===== config.mk =====
export PLATFORM = sky130hd
export DESIGN_NAME = stage_if
export DESIGN_NICKNAME = d
export VERILOG_FILES = /design/src/rtl/pipeline_defs.sv /design/src/rtl/pc_register.sv /design/src/rtl/stage_if.sv
export SDC_FILE = /design/constraint.sdc
export NUM_CORES = 1
export LEC_CHECK = 0
export ABC_AREA = 1
export CAP_MARGIN = 20
export CORE_UTILIZATION = 42
export DETAILED_ROUTE_END_ITERATION = 7
export GPL_TIMING_DRIVEN = 0
export PLACE_DENSITY = 0.77
export SYNTH_ARGS = -nofsm -noshare
export SYNTH_HDL_FRONTEND = slang
export SYNTH_SLANG_ARGS = --single-unit

===== constraint.sdc =====
create_clock -name Clk_in -period 5.76 [get_ports Clk_in]
set_clock_uncertainty 0.2 [all_clocks]
set_input_delay 1.152 -clock Clk_in [delete_from_list [all_inputs] [get_ports Clk_in]]
set_output_delay 1.152 -clock Clk_in [all_outputs]
set_load 0.02 [all_outputs]

===== src/rtl/pipeline_defs.sv =====
// Shared pipeline definitions used by the IF and ID stages.
package pipeline_defs;

  // sll $0,$0,0: the bubble word placed into IF/ID when it is emptied
  localparam logic [31:0] NOP_INSTR        = 32'h0000_0000;
  localparam logic [31:0] RESET_PC_DEFAULT = 32'h0000_0000;

  // Instruction field bit ranges, shared with decode
  localparam int OPCODE_HI = 31;
  localparam int OPCODE_LO = 26;
  localparam int RS_HI     = 25;
  localparam int RS_LO     = 21;
  localparam int RT_HI     = 20;
  localparam int RT_LO     = 16;
  localparam int RD_HI     = 15;
  localparam int RD_LO     = 11;

  // IF/ID occupancy: EMPTY holds a bubble, VALID holds a real fetch
  typedef enum logic {
    IFID_EMPTY = 1'b0,
    IFID_VALID = 1'b1
  } ifid_state_t;

  // Word-aligns a redirect target; low address bits are silently dropped
  function automatic logic [31:0] align_word(input logic [31:0] addr);
    return addr & 32'hFFFF_FFFC;
  endfunction

endpackage


===== src/rtl/pc_register.sv =====
// Program counter flop with redirect-aware next-PC selection.
module pc_register
  import pipeline_defs::*;
#(
  parameter logic [31:0] RESET_PC = RESET_PC_DEFAULT
) (
  input  logic        clk,
  input  logic        rst,
  input  logic        stall,
  input  logic        branch_taken,
  input  logic [31:0] branch_target,
  input  logic        jr,
  input  logic [31:0] jr_target,
  input  logic [31:0] pc_plus4,
  output logic [31:0] pc
);

  logic        redirect;
  logic        enable;
  logic [31:0] next_pc;

  assign redirect = branch_taken | jr;
  // A redirect must land even while the pipeline is stalled
  assign enable   = ~stall | redirect;

  // Next-PC mux: the branch is older than the JR in ID, so it wins
  always_comb begin
    next_pc = pc_plus4;
    if (branch_taken) begin
      next_pc = align_word(branch_target);
    end else if (jr) begin
      next_pc = align_word(jr_target);
    end
  end

  // PC register with asynchronous reset and load enable
  always_ff @(posedge clk or posedge rst) begin
    if (rst) begin
      pc <= RESET_PC;
    end else if (enable) begin
      pc <= next_pc;
    end
  end

endmodule


===== src/rtl/stage_if.sv =====
// Instruction fetch stage and IF/ID pipeline register.
//
// Handshake: there is no ready/valid backpressure. Stall_in freezes PC and
// IF/ID for the cycle; Valid_out_IF marks whether IF/ID carries a real
// instruction (1) or a bubble (0). Decode may consume whenever it is high.
module stage_if
  import pipeline_defs::*;
#(
  parameter logic [31:0] RESET_PC  = RESET_PC_DEFAULT,
  parameter logic [31:0] NOP_INSTR = pipeline_defs::NOP_INSTR
) (
  input  logic        Clk_in,
  input  logic        Reset_in,
  input  logic        Stall_in,
  input  logic        Flush_in,
  input  logic        BranchTaken_in,
  input  logic [31:0] BranchTarget_in,
  input  logic        JR_in,
  input  logic [31:0] JRTarget_in,
  output logic [31:0] IMemAddr_out,
  input  logic [31:0] IMemData_in,
  output logic [31:0] PCAddResult_out_IF,
  output logic [31:0] Instruction_out_IF,
  output logic        Valid_out_IF,
  output logic [31:0] PC_out,
  output logic [31:0] FetchCount_out
);

  logic [31:0] pc;
  logic [31:0] pc_plus4;
  logic        squash;
  logic        load_valid;
  ifid_state_t state;

  // Natural 32-bit wrap: 0xFFFFFFFC + 4 gives 0
  assign pc_plus4     = pc + 32'd4;
  assign IMemAddr_out = pc;
  assign PC_out       = pc;

  // A redirect discards the fetch currently in flight, as does a flush
  assign squash     = BranchTaken_in | JR_in | Flush_in;
  assign load_valid = ~squash & ~Stall_in;

  pc_register #(
    .RESET_PC(RESET_PC)
  ) u_pc (
    .clk          (Clk_in),
    .rst          (Reset_in),
    .stall        (Stall_in),
    .branch_taken (BranchTaken_in),
    .branch_target(BranchTarget_in),
    .jr           (JR_in),
    .jr_target    (JRTarget_in),
    .pc_plus4     (pc_plus4),
    .pc           (pc)
  );

  // IF/ID register and its EMPTY/VALID state; squash beats stall
  always_ff @(posedge Clk_in or posedge Reset_in) begin
    if (Reset_in) begin
      state              <= IFID_EMPTY;
      Instruction_out_IF <= NOP_INSTR;
      PCAddResult_out_IF <= 32'd0;
    end else if (squash) begin
      state              <= IFID_EMPTY;
      Instruction_out_IF <= NOP_INSTR;
      PCAddResult_out_IF <= 32'd0;
    end else if (!Stall_in) begin
      state              <= IFID_VALID;
      Instruction_out_IF <= IMemData_in;
      PCAddResult_out_IF <= pc_plus4;
    end
  end

  assign Valid_out_IF = (state == IFID_VALID);

  // Count real instructions entering IF/ID, saturating at all-ones
  always_ff @(posedge Clk_in or posedge Reset_in) begin
    if (Reset_in) begin
      FetchCount_out <= 32'd0;
    end else if (load_valid && (FetchCount_out != 32'hFFFF_FFFF)) begin
      FetchCount_out <= FetchCount_out + 32'd1;
    end
  end

endmodule


; Word-level counts from Yosys, hierarchy flattened
; Index checks and enable logic that the tools add are counted.
[word_totals]
regBits = 129
inputBits = 102
out_inout_bits = 161
word_cells = 24
[op_classes]
n_addsub = 2
n_eq_ne = 2
mux = 8
bitwise = 6
n_reduce_logical = 1
[op_table]
columns = operator, n
row1 = $mux 32, 6
row2 = $add 32x1->32 const B, 1
row3 = $add 32x3->32 const B, 1
row4 = $ne 32x32->1 const B, 1
row5 = $or 1x1->1, 3
row6 = $mux 1, 2
row7 = $ne 2x1->1 const B, 1
row8 = $not 1->1, 2
row9 = $and 1x1->1, 1
row10 = $logic_and 1x1->1, 1

; Depth between registers and ports, before layout
[depth]
word_depth = 5
ltp_mapped = 10
ltp_nobuf = 10

; Cells and area by module
; A second synthesis with hierarchy kept.
[hier_totals]
hier_cells = 1049
hier_area_um2 = 7483.4
[by_module_without_submodules]
columns = module, instances, cells_each, area_per_inst_um2, seq_area_each_um2
row1 = stage_if, 1, 776, 5600.4, 2427.3
row2 = pc_register, 1, 273, 1883.1, 800.8

; Worst setup path after synthesis
; OpenSTA, ideal clock, no wires.
[synth_timing]
path_kind = input to register
startpoint = input BranchTaken_in
endpoint = register FetchCount_out[26]
setup_time_ns = 0.065
arrival_ns = 2.188
required_time_ns = 5.495
path_slack_ns = 3.307
stages = 10
path_buffers = 3
path_cell_list = buf_2 -> nor2_2 -> nand2_1 -> nor2_4 -> inv_2 -> a21oi_2 -> buf_6 -> buf_6 -> nand2_1 -> nand2_1
[synth_between]
elab_chain_len = 5
[synth_rtl]
columns = element, line_no
row1 = from (decl), stage_if.sv:16  ; input logic BranchTaken_in,
row2 = $or 1x1->1 (2 in series), stage_if.sv:41  ; assign squash = BranchTaken_in | JR_in | Flush_in;
row3 = $not 1->1, stage_if.sv:42  ; assign load_valid = ~squash & ~Stall_in;
row4 = $and 1x1->1, stage_if.sv:42
row5 = $logic_and 1x1->1, stage_if.sv:81  ; end else if (load_valid && (FetchCount_out != 32'hFFFF_FFFF)) begin
row6 = to (signal assigned), stage_if.sv:82  ; FetchCount_out <= FetchCount_out + 32'd1;
row7 = to (decl), stage_if.sv:26  ; output logic [31:0] FetchCount_out
; Every way passes these cells.
; A chain may end at the register's enable or synchronous reset.

; Worst setup path in the final report
[layout_timing]
startpoint = register u_pc.pc[6]
endpoint = output PC_out[6]
[layout_rtl]
columns = element, line_no
row1 = from (decl), pc_register.sv:15  ; output logic [31:0] pc
row2 = from (signal assigned), pc_register.sv:41  ; pc <= next_pc;
row3 = to (decl), stage_if.sv:25  ; output logic [31:0] PC_out,
; No word-level cell between the ends.

==> flow_metrics.py <==
metrics = {
    "run_status": {
        "status": "finished clean",
    },
    "power_and_ir_drop": {
        "vdd_ir_drop_max_uv": 216,
        "p_switching_mw": 0.869,
        "leakagePower_nw": 4.79,
        "combPwrFrac": 0.233,
        "power_density_mw_per_mm2": 264,
        "seqPwrFrac": 0.363,
        "intPower_mw": 1.97,
        "p_sw_frac": 0.306,
        "clock_power_share": 0.404,
    },
    "logic_synthesis": {
        "synth_top_cell_by_area": "dfrtp_1",
        "yosysMostFrequentCell": "nand2_1",
        "synth.area.top_cells": "dfrtp_1, nand2_1, nor2_1",
        "postSynthCellCount": 982,
        "synth_area_mm2": 0.00728,
        "async_flop_share": 1.00,
        "ys_seq_elements": 126,
        "yosysWarnings": 0,
        "yosysSeqAreaShare": 0.433,
        "syn_avg_cell_area_um2": 7.41,
        "yosys.cell_types.count": 34,
        "ys.flop_type": "dfrtp_1",
        "synth-edff-count": 0,
        "synth_top_area_frac": 0.433,
        "synth_commonest_cells": "nand2_1, nor2_1, dfrtp_1",
    },
    "place": {
        "portBuffers": 253,
        "dp_cells": 1459,
        "dpl.hpwl_um": 19800,
        "gp_congestion": 0.945,
    },
    "critical_path": {
        "cp.arrival_ps": 1690,
        "worstPathRequired_ps": 4410,
        "cp_max_fo": 5,
        "cp-end-kind": "primary output",
        "critPathKind": "flop to primary output",
        "startpoint_type": "flop",
    },
    "drt": {
        "drt_first_pass_iters": 5,
        "routedWlPerCell_um": 17.7,
        "drt_iter0_drc": 610,
        "drc": 0,
        "routed_wl_um": 26400,
        "ant_nets": 0,
        "viasPerCell": 5.29,
        "num_vias": 7885,
    },
    "cells_and_area": {
        "diodes": 0,
        "syn2layout_area_growth_pct": 47.8,
        "fin_cells": 1491,
        "nets": 1362,
        "layout-drive-gt1-share": 0.0842,
        "fill_cells": 1473,
    },
    "clock_tree": {
        "cts_sinks": 126,
        "cts_resized": 0,
        "cts_hold_buf": 0,
        "h-tree-depth": 4,
        "clk_pin_slew_ps": 60,
        "cts_tree": "done",
        "root_buffer": "clkbuf_16",
        "cts_setup_buffers": 0,
        "clockBufferDepth": 2,
        "numCtsBuffers": 17,
        "clk_latency_ps": 420,
    },
    "floorplan": {
        "rows": 47,
        "core_area_mm2": 0.0168,
        "die_h_um": 134,
        "die_x_um": 134,
        "ioPinCount": 263,
        "die_area_mm2": 0.0179,
        "initial_utilization": 0.434,
    },
    "sta": {
        "setup_tns_ps": 0,
        "period_share": 0.529,
        "slew_viol_final": 0,
        "worstMarginPinSlew_ps": 688,
        "rsz0062_at_grt": "no",
        "clock.fmax_mhz": 328,
        "period_minus_slack_ps": 3050,
        "setup_violations": 0,
        "hold_viol": 0,
        "maxSlewHeadroom": 0.542,
    },
    "min_path": {
        "hold_path_class": "flop to flop",
    },
    "global_routing": {
        "antenna_found_initial": 0,
        "grt_pass1_vias": 7447,
        "grt_pass1_wl_um": 40500,
        "grt_max_degree": 78,
        "grt_use_total": 0.299,
        "grt.overflow.total": 0,
    },
    "flow_run": {
        "cap_violations": 0,
    },
}
## flip-flops by register name (all words and copies together) (netlist names)
register,flops
Valid_out_IF,1
u_pc.pc,30
PCAddResult_out_IF,31
FetchCount_out,32
Instruction_out_IF,32
## power by group through the flow
stage	sequential, mW	combinational (mW)	clock, mW
floorplan	1.09	0.285	0
global placement	1.04	0.647	0
detailed placement	1.04	0.657	0
CTS	1.03	0.661	1.15
global route	1.04	0.712	1.19
finish	1.03	0.662	1.14
## cell families after synthesis
logic type | after synthesis | synth area share
AOI/OAI and AO/OA | 142 | 0.130
xor gates and xnor gates | 26 | 0.0323
adders and majority gates | 2 | 0.00344
buffers and inverters | 151 | 0.102
DFF | 126 | 0.433
other | 1 | 0.000515
and+or+nand+nor | 534 | 0.299
## placed cells by master, fill, tap and decap left out, types with 3 or more instances in the layout
master	synthesis	final
a22oi_1	8	8
inv_1	69	68
nor2_1	144	144
nor2_2	4	4
clkdlybuf4s50_1	0	253
nand2_2	3	3
xnor2_1	4	4
dfrtp_1	126	126
a21oi_1	48	48
clkbuf_8	0	3
conb_1	1	4
clkbuf_1	20	21
buf_1	5	5
buf_2	13	13
inv_2	5	5
nor3_2	3	3
nor2_4	3	3
inv_6	0	4
buf_6	3	3
xor2_1	21	21
nand2_1	297	297
buf_4	36	36
o22ai_1	3	3
nand3_1	62	62
o21ai_0	37	37
clkbuf_16	0	17
a32o_1	39	39
nor3_1	13	13
bufinv_16	0	3
## layout make-up
type | instances | area (um2) | area share
Multi-Input combinational cell | 708 | 3390 | 0.316
Sequential cell | 126 | 3150 | 0.293
Clock inverter | 11 | 154 | 0.0143
Inverter | 74 | 283 | 0.0263
Tap cell | 220 | 275 | 0.0256
Buffer | 77 | 463 | 0.0431
Clock buffer | 21 | 470 | 0.0438
Timing Repair Buffer | 254 | 2560 | 0.238
## final timing paths
check / startpoint / slack (ps) / depth (start not counted) / end
worst max-delay path: u_pc.pc[6]$_DFFE_PP0P_ / 2710 / 2 / PC_out[6]
worst min-delay path: PCAddResult_out_IF[12]$_DFFE_PP0P_ / 310 / 1 / PCAddResult_out_IF[12]$_DFFE_PP0P_
worst max register to register: u_pc.pc[2]$_DFFE_PP0P_ / 3550 / 10 / u_pc.pc[28]$_DFFE_PP0P_
worst min register to register: PCAddResult_out_IF[12]$_DFFE_PP0P_ / 310 / 1 / PCAddResult_out_IF[12]$_DFFE_PP0P_
max in group asynchronous: Reset_in / 3660 / 3 / PCAddResult_out_IF[31]$_DFFE_PP0P_
min in group asynchronous: Reset_in / 950 / 2 / FetchCount_out[29]$_DFFE_PP0P_
## layer usage
| layer | share of wire | vias up | wire length, um | global-route usage |
|---|---|---|---|---|
| met5 | 0 | - | 0 | 0 |
| met4 | 0.029 | 0 | 777 | 0.104 |
| met3 | 0.10 | 56 | 2740 | 0.0906 |
| met2 | 0.45 | 434 | 12000 | 0.465 |
| met1 | 0.41 | 3691 | 10900 | 0.395 |
| li1 | - | 3704 | - | - |
## stage by stage
step           utilization  hold slack [ps]  instance area (um2)  worst slack [ps]  power (mW)
6_report             0.642              305                10800              2710        2.84
5_1_grt              0.642              332                10800              2640        2.94
4_1_cts              0.642              309                10800              2710        2.84
3_5_place_dp         0.604              294                10100              2360        1.70
3_3_place_gp         0.602              293                10100              -936        1.69
2_1_floorplan            -              396                 7290              1050        1.37
## critical path, stage by stage (launching register included)
cell and delay, ps:
dfrtp_1 510, buf_4 170, clkdlybuf4s50_1 590
No activity file was read; power rests on OpenSTA's default activity.
